## config.mk

```make
export PLATFORM = sky130hd
export DESIGN_NAME = instr_fetch_unit
export DESIGN_NICKNAME = d
export VERILOG_FILES = /design/src/rtl/instr_fetch_unit_pkg.sv /design/src/rtl/next_pc_calc.sv /design/src/rtl/instr_fetch_unit.sv
export SDC_FILE = /design/constraint.sdc
export NUM_CORES = 1
export LEC_CHECK = 0
export ABC_AREA = 1
export CORE_ASPECT_RATIO = 0.8
export CORE_MARGIN = 4
export CORE_UTILIZATION = 35
export CTS_CLUSTER_SIZE = 24
export DETAILED_ROUTE_END_ITERATION = 10
export HOLD_SLACK_MARGIN = 0.03
export MAX_ROUTING_LAYER = met4
export PLACE_DENSITY = 0.67
export SETUP_SLACK_MARGIN = 0.3
export SYNTH_ARGS = -nofsm -noshare
export SYNTH_HDL_FRONTEND = slang
export SYNTH_SLANG_ARGS = --single-unit
export TNS_END_PERCENT = 30
```

## constraint.sdc

```tcl
create_clock -name Clock -period 3.31 [get_ports Clock]
set_input_delay 0.993 -clock Clock [delete_from_list [all_inputs] [get_ports Clock]]
set_output_delay 0.993 -clock Clock [all_outputs]
set_load 0.02 [all_outputs]
```

## src/rtl/instr_fetch_unit_pkg.sv

```systemverilog
// instr_fetch_unit_pkg
//   Definitions shared by the fetch unit and the control unit of the 24-bit CPU:
//   fetch FSM state type, opcode field position and the opcode encodings.
package instr_fetch_unit_pkg;

    // S_FAULT is only reachable when IFU_ADDR_CHECK_EN is defined.
    typedef enum logic [1:0] {
        S_RESET = 2'd0,
        S_FETCH = 2'd1,
        S_ISSUE = 2'd2,
        S_FAULT = 2'd3
    } ifu_state_e;

    localparam int unsigned INSTR_W_CPU = 24;
    localparam int unsigned OPCODE_W    = 6;
    localparam int unsigned OPCODE_HI   = INSTR_W_CPU - 1;
    localparam int unsigned OPCODE_LO   = INSTR_W_CPU - OPCODE_W;

    localparam logic [OPCODE_W-1:0] OP_RTYPE = 6'b000000;
    localparam logic [OPCODE_W-1:0] OP_LW    = 6'b100011;
    localparam logic [OPCODE_W-1:0] OP_SW    = 6'b101011;
    localparam logic [OPCODE_W-1:0] OP_BEQ   = 6'b000100;
    localparam logic [OPCODE_W-1:0] OP_ADDI  = 6'b001000;

endpackage

```

## src/rtl/next_pc_calc.sv

```systemverilog
// next_pc_calc
//   Combinational next-PC selection for the fetch unit.
//   Ports:
//     PCPlus1      in  PC of the held instruction plus one
//     BranchOffset in  sign-extended word offset, relative to PCPlus1
//     JumpTarget   in  absolute jump address
//     Jump         in  take JumpTarget (wins over Branch)
//     Branch, Zero in  branch taken when both are set
//     NextPC       out selected next PC, modulo 2^PC_W
module next_pc_calc #(
    parameter int unsigned PC_W = 16
) (
    input  logic [PC_W-1:0] PCPlus1,
    input  logic [PC_W-1:0] BranchOffset,
    input  logic [PC_W-1:0] JumpTarget,
    input  logic            Jump,
    input  logic            Branch,
    input  logic            Zero,
    output logic [PC_W-1:0] NextPC
);

    always_comb begin
        NextPC = PCPlus1;
        if (Jump) begin
            NextPC = JumpTarget;
        end else if (Branch && Zero) begin
            // Two's-complement add of the sign-extended offset wraps naturally.
            NextPC = PCPlus1 + BranchOffset;
        end
    end

endmodule

```

## src/rtl/instr_fetch_unit.sv

```systemverilog
// instr_fetch_unit
//   Non-pipelined front end: holds the PC, fetches one word at a time over a
//   request/ready handshake, keeps it in the instruction register until it is
//   consumed (Stall=0), then redirects the PC and fetches again.
//   Optional: IFU_ADDR_CHECK_EN adds the FetchFault output and traps fetches
//   whose address is >= IMEM_DEPTH.
//   Ports:
//     Clock, Reset                 rising edge clock, synchronous active-high reset
//     ImemReq/ImemAddr             fetch request and word address
//     ImemRdata/ImemReady          returned word, valid when ImemReady=1
//     Stall                        downstream cannot consume the held instruction
//     Jump/Branch/Zero             redirect control, used only on consume
//     BranchOffset/JumpTarget      redirect operands
//     Instr/Opcode/InstrValid      held instruction and its opcode field
//     PC/PCPlus1                   held or in-flight address, and its successor
//     FetchCount                   completed fetches, wrapping
//     FetchFault                   (IFU_ADDR_CHECK_EN only) address trap taken
module instr_fetch_unit
    import instr_fetch_unit_pkg::*;
#(
    parameter int unsigned    INSTR_W    = 24,
    parameter int unsigned    PC_W       = 16,
    parameter logic [PC_W-1:0] RESET_PC  = '0,
    parameter int unsigned    IMEM_DEPTH = 65536
) (
    input  logic               Clock,
    input  logic               Reset,
    output logic               ImemReq,
    output logic [PC_W-1:0]    ImemAddr,
    input  logic [INSTR_W-1:0] ImemRdata,
    input  logic               ImemReady,
    input  logic               Stall,
    input  logic               Jump,
    input  logic               Branch,
    input  logic               Zero,
    input  logic [PC_W-1:0]    BranchOffset,
    input  logic [PC_W-1:0]    JumpTarget,
    output logic [INSTR_W-1:0] Instr,
    output logic [5:0]         Opcode,
    output logic               InstrValid,
    output logic [PC_W-1:0]    PC,
    output logic [PC_W-1:0]    PCPlus1,
`ifdef IFU_ADDR_CHECK_EN
    output logic               FetchFault,
`endif
    output logic [15:0]        FetchCount
);

    ifu_state_e         state_q, state_d;
    logic [PC_W-1:0]    pc_q, pc_d;
    logic [INSTR_W-1:0] instr_q, instr_d;
    logic [15:0]        count_q, count_d;
    logic [PC_W-1:0]    next_pc;
    logic               pc_oob;      // current PC outside the memory
    logic               next_pc_oob; // redirect target outside the memory
    logic               fault;

    next_pc_calc #(
        .PC_W(PC_W)
    ) u_next_pc_calc (
        .PCPlus1     (PCPlus1),
        .BranchOffset(BranchOffset),
        .JumpTarget  (JumpTarget),
        .Jump        (Jump),
        .Branch      (Branch),
        .Zero        (Zero),
        .NextPC      (next_pc)
    );

`ifdef IFU_ADDR_CHECK_EN
    assign pc_oob      = 32'(pc_q) >= IMEM_DEPTH;
    assign next_pc_oob = 32'(next_pc) >= IMEM_DEPTH;
    assign FetchFault  = fault;
`else
    logic unused_depth;
    assign unused_depth = ^IMEM_DEPTH ^ fault;
    assign pc_oob       = 1'b0;
    assign next_pc_oob  = 1'b0;
`endif

    always_comb begin
        state_d    = state_q;
        pc_d       = pc_q;
        instr_d    = instr_q;
        count_d    = count_q;
        ImemReq    = 1'b0;
        InstrValid = 1'b0;
        fault      = 1'b0;
        unique case (state_q)
            S_RESET: begin
                state_d = pc_oob ? S_FAULT : S_FETCH;
            end
            S_FETCH: begin
                ImemReq = 1'b1;
                if (ImemReady) begin
                    instr_d = ImemRdata;
                    count_d = count_q + 16'd1;
                    state_d = S_ISSUE;
                end
            end
            S_ISSUE: begin
                InstrValid = 1'b1;
                if (!Stall) begin
                    pc_d    = next_pc;
                    state_d = next_pc_oob ? S_FAULT : S_FETCH;
                end
            end
            S_FAULT: begin
                fault = 1'b1;
            end
            default: begin
                state_d = S_RESET;
            end
        endcase
    end

    always_ff @(posedge Clock) begin
        if (Reset) begin
            state_q <= S_RESET;
            pc_q    <= RESET_PC;
            instr_q <= '0;
            count_q <= '0;
        end else begin
            state_q <= state_d;
            pc_q    <= pc_d;
            instr_q <= instr_d;
            count_q <= count_d;
        end
    end

    assign ImemAddr   = pc_q;
    assign PC         = pc_q;
    assign PCPlus1    = pc_q + PC_W'(1);
    assign Instr      = instr_q;
    assign Opcode     = instr_q[INSTR_W-1 -: 6];
    assign FetchCount = count_q;

endmodule

```

### After elaboration in Yosys (flattened, before gate mapping)

Cells that the tools add are included.

| operators by class | value |
|---|---|
| add/sub/neg operators | 3 |
| eq/ne operators | 4 |
| mux-type cells | 7 |
| bitwise gates (word level) | 1 |
| reduce and logical (&&, ||, !) cells | 6 |

Operators by type and width:

| cell | number |
|---|---|
| 16-bit by 1-bit adder with 16-bit output, second input constant | 2 |
| 16-bit 2-to-1 mux | 2 |
| 16-bit adder | 1 |
| 2-bit one-hot mux with 3 select lines | 1 |
| 2-bit 2-to-1 mux | 2 |
| 2-bit != test, second input constant | 2 |
| 2-bit AND reduction | 2 |
| 3-bit AND reduction | 1 |
| 3-bit nonzero test | 1 |
| 2-bit by 1-bit equality test with 1-bit output, second input constant | 1 |
| 2-bit equality test, second input constant | 1 |
| 2-bit logical NOT | 1 |
| 1-bit 2-to-1 mux | 2 |
| 1-bit logical AND | 1 |
| 1-bit NOT | 1 |

| word-level totals | value |
|---|---|
| register bits after elaboration | 58 |
| bits of input ports | 63 |
| word-level logic and storage cells | 25 |

### Depth between registers and ports, before layout

Gate-level depths: netlist (run 1).

| logic depth | value |
|---|---|
| word-level depth | 4 |
| depth in mapped cells | 22 |
| mapped depth without buffers | 22 |

### Modules after synthesis

From an unflattened synthesis (run 1), not the netlist that was laid out.

| unflattened totals | value |
|---|---|
| cell total of the unflattened synthesis | 653 |
| area total of the unflattened synthesis | 4102.7 µm² |

By module, submodules not included:

| module | times used | cells each | area each (µm²) | seq. area each (µm²) |
|---|---|---|---|---|
| instr_fetch_unit | 1 | 391 | 2778.9 | 1161.1 |
| next_pc_calc | 1 | 262 | 1323.8 | 0.0 |

### Least setup slack after synthesis (run 1)

No wires, ideal clock.

| timing path | value |
|---|---|
| path type | register to register |
| start point | register pc_q[0] (netlist: ImemAddr[0]) |
| end point | register pc_q[9] (netlist: ImemAddr[9]) |
| arrival time | 2772 ps |
| data required time | 3178 ps |
| slack | 406 ps |
| cell stages (with the launch flop) | 17 |
| buffers on the path | 0 |
| cell sequence | dfxtp_1 -> ha_1 -> nand2_1 -> inv_1 -> nand3_1 -> nor2_1 -> xor2_1 -> ha_1 -> nand2_1 -> inv_1 -> a21oi_1 -> nand2_1 -> or2_2 -> nand3_1 -> nand2_1 -> nand2_1 -> a21oi_1 |

| on the way | value |
|---|---|
| longest elaborated chain between the ends | 4 |

Ends and longest elaborated chain:

| what | line | RTL |
|---|---|---|
| start, declared | instr_fetch_unit.sv:50 | `logic [PC_W-1:0] pc_q, pc_d;` |
| start signal, assigned | instr_fetch_unit.sv:125 | `pc_q <= pc_d;` |
| 16-bit by 1-bit adder with 16-bit output | instr_fetch_unit.sv:133 | `assign PCPlus1 = pc_q + PC_W'(1);` |
| via PCPlus1[8] | instr_fetch_unit.sv:42 | `output logic [PC_W-1:0] PCPlus1,` |
| 16-bit adder | next_pc_calc.sv:28 | `NextPC = PCPlus1 + BranchOffset;` |
| 16-bit 2-to-1 mux | next_pc_calc.sv:26 | `end else if (Branch && Zero) begin` |
| 16-bit 2-to-1 mux | next_pc_calc.sv:24 | `if (Jump) begin` |

The timed path passes the listed nets, and every way through them passes these cells.
A chain may end at the register's enable or synchronous reset.

### Final worst setup path (run 1)

| timing path | value |
|---|---|
| start point | register pc_q[3] (netlist: ImemAddr[3]) |
| end point | output port PCPlus1[11] |

| on the way | value |
|---|---|
| longest elaborated chain between the ends | 1 |

Ends and longest elaborated chain:

| what | line |
|---|---|
| 16-bit by 1-bit adder with 16-bit output | instr_fetch_unit.sv:133 |
| end, declared | instr_fetch_unit.sv:42 |

No other way between the ends.

==> impl_metrics.ini, run 1 <==
[outcome]
outcome = finished, final reports clean

[critical_path]
path_delay_family = simple AND/OR/NAND/NOR gates
crit_path_end_kind = output pin
crit_fanout = 6
path_buf_inv = 2
critical_path.slowest_cell = dfxtp_2
crit_chain = nand2_1 -> nor2_1 -> nand2_1 -> nor2_2 -> inv_1 -> o21bai_1 -> and2_4 -> clkdlybuf4s15_2
endpoint = PCPlus1[11]
path_depth = 8
crit_path_start = ImemAddr[3]
worstSetupPathType = register to output pin
cp-start-kind = register
reg2reg_to = ImemAddr[15]
slowest_delay_ps = 380
rrSetupSlack_ps = 500
r2r-start = ImemAddr[0]
r2r.worst_path.cells = 20
critPathArrivalTime_ps = 2010
crit_required_ps = 2320
path_common_cell = nand2_1

[pwr]
pwr_density_cell_mw_per_mm2 = 342
p_sw_share_pct = 26.9
internal_power_uw = 1490
totalPowerFinal_uw = 2040
p_clk_share_pct = 44.0
p_comb_share_pct = 19.4
ir_drop_mv = 0.238
power_switching_uw = 549
p_seq_share_pct = 36.5
leakage_uw = 0.00252

[floorplanning]
start_util_pct = 36.0
die-area_mm2 = 0.0130
num_io_pins = 159
die_w_um = 127
die_h_um = 103
core_mm2 = 0.0109
row_count = 34

[sta]
finalMaxSlewViolations = 0
tightest_slew_ps = 582
max_freq_ghz = 0.333
finalSetupViolations = 0
final.period_utilization_pct = 90.8
clock-skew-final_ps = 2.29
slew_headroom_pct = 61.1
setup_tns_ps = 0
period_minus_slack_ps = 3000
hold_viol_final = 0
rsz0062_at_grt = true

[synthesis]
synth.top_cells.by_count = nand2_1, nor2_1, a21oi_1, dfxtp_1, inv_1
syn_inst = 618
synth_seq_area_share_pct = 29.5
synthDominantCellAreaShare_pct = 29.5
yosys.area.top_type = dfxtp_1
syn_avg_cell_area_um2 = 6.37
synth.top_cells.by_area = dfxtp_1, nand2_1, a21oi_1, nor2_1, ha_1
yosysWarnings = 0
synth_seq_cells = 58
async_flop_share_pct = 0
synth_top_flop_cell = dfxtp_1
synth_edf_count = 0
yosysMostFrequentCell = nand2_1
synth_nets = 703
syn_area_mm2 = 0.00393
yosys.cell_types.count = 39

[routing]
wl_mm = 13.3
post_drt_wl_per_cell_um = 14.6
ant_nets = 0
drtIter0Drc = 243
vias = 4388
drc = 0
vias_per_cell = 4.82
drt_pass1_iterations = 5

[final_layout]
fill_cells = 1064
drive_gt1_share_pct = 10.1
final_core_util_pct = 54.4
final_cells = 910
final_cell_area_mm2 = 0.00595
final_nets = 846
diodes = 0
syn_to_final_growth_pct = 51.1

[global_routing]
grt_use_total_pct = 20.3
met3_usage_pct = 3.57
use_met1_pct = 27.1
globalRoute.busiestLayer = met2
grt_max_degree = 41
first_global_vias = 4036
antenna_found_initial = 0
grt_pass1_wl_mm = 20.5
grt_overflow = 0
grt_use_met2_pct = 31.8

[cts]
cts_root_buffer = clkbuf_16
insertion_delay_ps = 320
clkSinkCount = 58
htreeDepth = 3
clockBufferDepth = 2
cts-hold-fix-buffers = 0
tritoncts = done
clk_pin_slew_ps = 50
cts_inserted_buffers = 9

[min_path]
hold_path_class = register to register

[placed_design]
numPortBuffers = 158
placed_area_mm2 = 0.00556
place_congestion = 0.856
place_inst = 894
dp_hpwl_mm = 10.4

[flow_run]
drv_cap = 0
sequential cells by signal (all words and copies together) (netlist names):
signal / flops
ImemAddr: 16
Instr: 24
state_q: 2
FetchCount: 16
layout make-up:
type	count	area (µm²)	area share, %
clock buffer	10	229	3.85
clock inverter	6	57.6	0.968
inverter	58	218	3.66
multi-input combinational	463	2410	40.5
sequential	58	1170	19.7
tap	144	180	3.03
timing repair buffer	171	1680	28.3
placed cells by master (no fill, tap or decap), types with 2 or more instances in the layout:
cell             count
nand3_2              2
nand4_1              6
a21o_1               3
nor2_2               5
dfxtp_2             10
dfxtp_1             48
clkdlybuf4s15_2      2
inv_2                3
o211ai_1             4
nand3_1             28
clkinv_1             2
nor2_1              68
nand3b_1             4
ha_1                21
xor2_1               2
xnor2_2              2
or2_2                5
o21ai_0             31
o21bai_1             2
nand2_2              4
dlymetal6s2s_1       3
nor2_4               5
nand2_1            181
xor2_2               2
inv_1               53
dlygate4sd2_1        3
clkdlybuf4s50_1    148
buf_4               13
a21oi_1             69
clkinv_2             4
clkbuf_16            9
xnor2_1              2
per-layer routing:
metal / routed length [µm] / vias to the layer above
met3: 632 / 17
met1: 6400 / 1982
li1: - / 2266
met5: 0 / -
met4: 177 / 0
met2: 6090 / 123
through the flow:
stage	hold slack, ps	worst slack [ps]
final	464	306
after global routing	480	103
after CTS	464	112
after detailed placement	457	122
after global placement	453	162
after floorplan	502	406
worst reg2reg max path: stages, from the launching register on:
cell     delay, ps
dfxtp_2        380
ha_1           200
nand2_1        100
inv_2          100
nand3_4        100
inv_1          110
nand2_1        100
xnor2_2        160
buf_4          150
ha_1           330
a21oi_1        240
nand2_1        100
nand2_1         70
nand2_1         50
inv_1           50
nand2_1        100
nand3_1        110
nand3_1         70
nand2_1         80
nand2_1         50
a21oi_1        100
timing repair:
item	in CTS	in global routing
pin swaps	1	0
endpoints found under the setup margin	13	24
gates resized for setup	22	26
buffers inserted	0	0
cloned	0	0
cell families after synthesis:
logic type | count (synthesis) | synth area share (%)
AND/OR/NAND/NOR | 316 | 34.3
XOR/XNOR | 8 | 1.78
AO/OA/AOI/OAI | 117 | 15.9
adder cells (fa/ha/maj) | 22 | 7.19
flip-flops | 58 | 29.5
buffers and inverters | 97 | 11.4
worst min path at each step:
stage | startpoint | endpoint | depth (start not counted) | slack [ps]
2_1_floorplan | state_q[1] | state_q[1] | 2 | 500
3_3_place_gp | Instr[6] | Instr[6] | 2 | 450
3_5_place_dp | Instr[0] | Instr[0] | 2 | 460
4_1_cts | Instr[8] | Instr[8] | 2 | 460
5_1_grt | Instr[10] | Instr[10] | 2 | 480
6_report | Instr[8] | Instr[8] | 2 | 460
power by group through the flow:
stage	Clock, µW	Sequential, µW	Combinational [µW]
after floorplan	0	779	181
after global placement	0	755	393
after detailed placement	0	756	395
after CTS	927	742	396
after global routing	962	746	432
final	897	744	396
(Power assumes the default switching activity.)
==> run 2: changes to the inputs <==
- REMOVE_ABC_BUFFERS: not set -> 1
==> run 2 against run 1 <==
  * Die area is the same
  * Utilization down 0.27 points
  * Worst setup slack got worse by 140 ps
  * Cell count grew 0.11%
  * Maximum frequency fell by 4.4%
  * Sequential share of layout area is essentially flat
  * Combinational power is essentially flat
  * Register-to-register slack worse by 190 ps
==> impl_metrics.ini, run 2 (synthesis results as in run 1) <==
[outcome]
outcome = finished, final reports clean

[pwr]
p_comb_share_pct = 19.4
ir_drop_mv = 0.257
p_clk_share_pct = 44.5
pwr_density_cell_mw_per_mm2 = 347
p_seq_share_pct = 36.1
totalPowerFinal_uw = 2050
internal_power_uw = 1490
power_switching_uw = 563
leakage_uw = 0.00254
p_sw_share_pct = 27.4

[critical_path]
crit_chain = nand3_1 -> nor2_4 -> a31o_2 -> nand2_1 -> inv_1 -> clkdlybuf4s50_1
r2r.worst_path.cells = 17
path_delay_family = buffers and inverters
crit_path_start = ImemAddr[0]
r2r-start = ImemAddr[0]
crit_path_end_kind = output pin
slowest_delay_ps = 620
critical_path.slowest_cell = clkdlybuf4s50_1
path_depth = 6
critPathArrivalTime_ps = 2150
cp-start-kind = register
reg2reg_to = ImemAddr[7]
crit_required_ps = 2320
rrSetupSlack_ps = 310
endpoint = PCPlus1[13]
crit_fanout = 7
path_buf_inv = 2
worstSetupPathType = register to output pin

[final_layout]
seq_area_mm2 = 0.00117
multi_input_area_mm2 = 0.00237
layout_commonest_cell = nand2_1
final_nets = 847
diodes = 0
final_core_util_pct = 54.1
final_cell_mix = nand2_1, clkdlybuf4s50_1, a21oi_1
fill_cells = 1035
syn_to_final_growth_pct = 50.4
largest_reg_flops = 24
drive_gt1_share_pct = 8.87

[placed_design]
dpl_worst_slack_ps = 122
dp_hpwl_mm = 10.4
numPortBuffers = 158
place_congestion = 0.939

[routing]
ant_nets = 0
drt_pass1_iterations = 5
post_drt_wl_per_cell_um = 14.9
vias = 4437
drtIter0Drc = 381
drc = 0
wl_mm = 13.5
vias_per_cell = 4.87

[cts]
clk_pin_slew_ps = 60
insertion_delay_ps = 320
htreeDepth = 3
clkSinkCount = 58
cts-hold-fix-buffers = 0
tritoncts = done
cts_inserted_buffers = 9
clockBufferDepth = 2
cts_root_buffer = clkbuf_16

[flow_run]
drv_cap = 0

[global_routing]
grt_pass1_wl_mm = 21.1
grt_max_degree = 29
grt_overflow = 0
grt_use_total_pct = 20.8
first_global_vias = 4099
antenna_found_initial = 0

[min_path]
hold_path_class = register to register

[sta]
setup_tns_ps = 0
finalMaxSlewViolations = 0
hold_viol_final = 0
fin_ws_ps = 168
finalSetupViolations = 0
slew_headroom_pct = 53.2
final.period_utilization_pct = 94.9
period_minus_slack_ps = 3140
rsz0062_at_grt = true
max_freq_ghz = 0.318
clock-skew-final_ps = 10.3
tightest_slew_ps = 697
worst_hold_slack_ps = 462

[floorplanning]
die-area_mm2 = 0.0130
die_w_um = 127
num_io_pins = 159
core_mm2 = 0.0109
start_util_pct = 36.0
die_h_um = 103
row_count = 34
[run 2: worst min path at each step]
stage	start	to	depth (start not counted)
2_1_floorplan	state_q[1]	state_q[1]	2
3_3_place_gp	Instr[4]	Instr[4]	2
5_1_grt	Instr[11]	Instr[11]	2
4_1_cts	Instr[8]	Instr[8]	2
3_5_place_dp	Instr[8]	Instr[8]	2
6_report	Instr[0]	Instr[0]	2
[run 2: per-layer routing]
metal  up-vias  global-route usage, %  routed length [µm]
met5         -                      -                   0
met4         0                   3.96                  21
met3         2                   4.87                1060
met2       175                   31.7                6130
met1      1998                   28.5                6330
li1       2262                      -                   -
[run 2: layout make-up]
cell class	instances	area share (%)
Timing Repair Buffer	172	28.4
Multi-Input combinational cell	463	40.1
Clock inverter	7	1.18
Inverter	58	3.68
Tap cell	144	3.05
Clock buffer	9	3.81
Sequential cell	58	19.8
[run 2: metrics by stage]
step	cell area, µm²	std cells
final	5920	911
after detailed placement	5560	894
after floorplan	3700	579
after global placement	5560	894
after CTS	5880	910
after global routing	5920	911
[run 2: worst register-to-register path: stages, from the launching register on]
cell     delay, ps
dfxtp_2        390
ha_1           200
nand2_1         90
inv_1          110
nand3_1        180
inv_1          140
nor2_1          60
nor2_1         210
ha_1           330
nand2_1        170
inv_1           60
a21oi_1        210
nand2_1        170
nand2_1        100
nand3_1         70
a31oi_1        140
o21ai_0        110
a21oi_1        160
[run 2: what timing repair did]
item	4_1_cts	5_1_grt
resized for setup	20	16
pin swaps	0	1
buffers inserted	0	1
setup endpoints to repair	13	22
[run 2: power groups by stage]
stage          clock network, µW  registers [µW]  logic, µW
4_1_cts                      936             741        398
2_1_floorplan                  0             790        148
5_1_grt                      967             745        434
6_report                     914             742        398
3_5_place_dp                   0             755        398
3_3_place_gp                   0             754        395
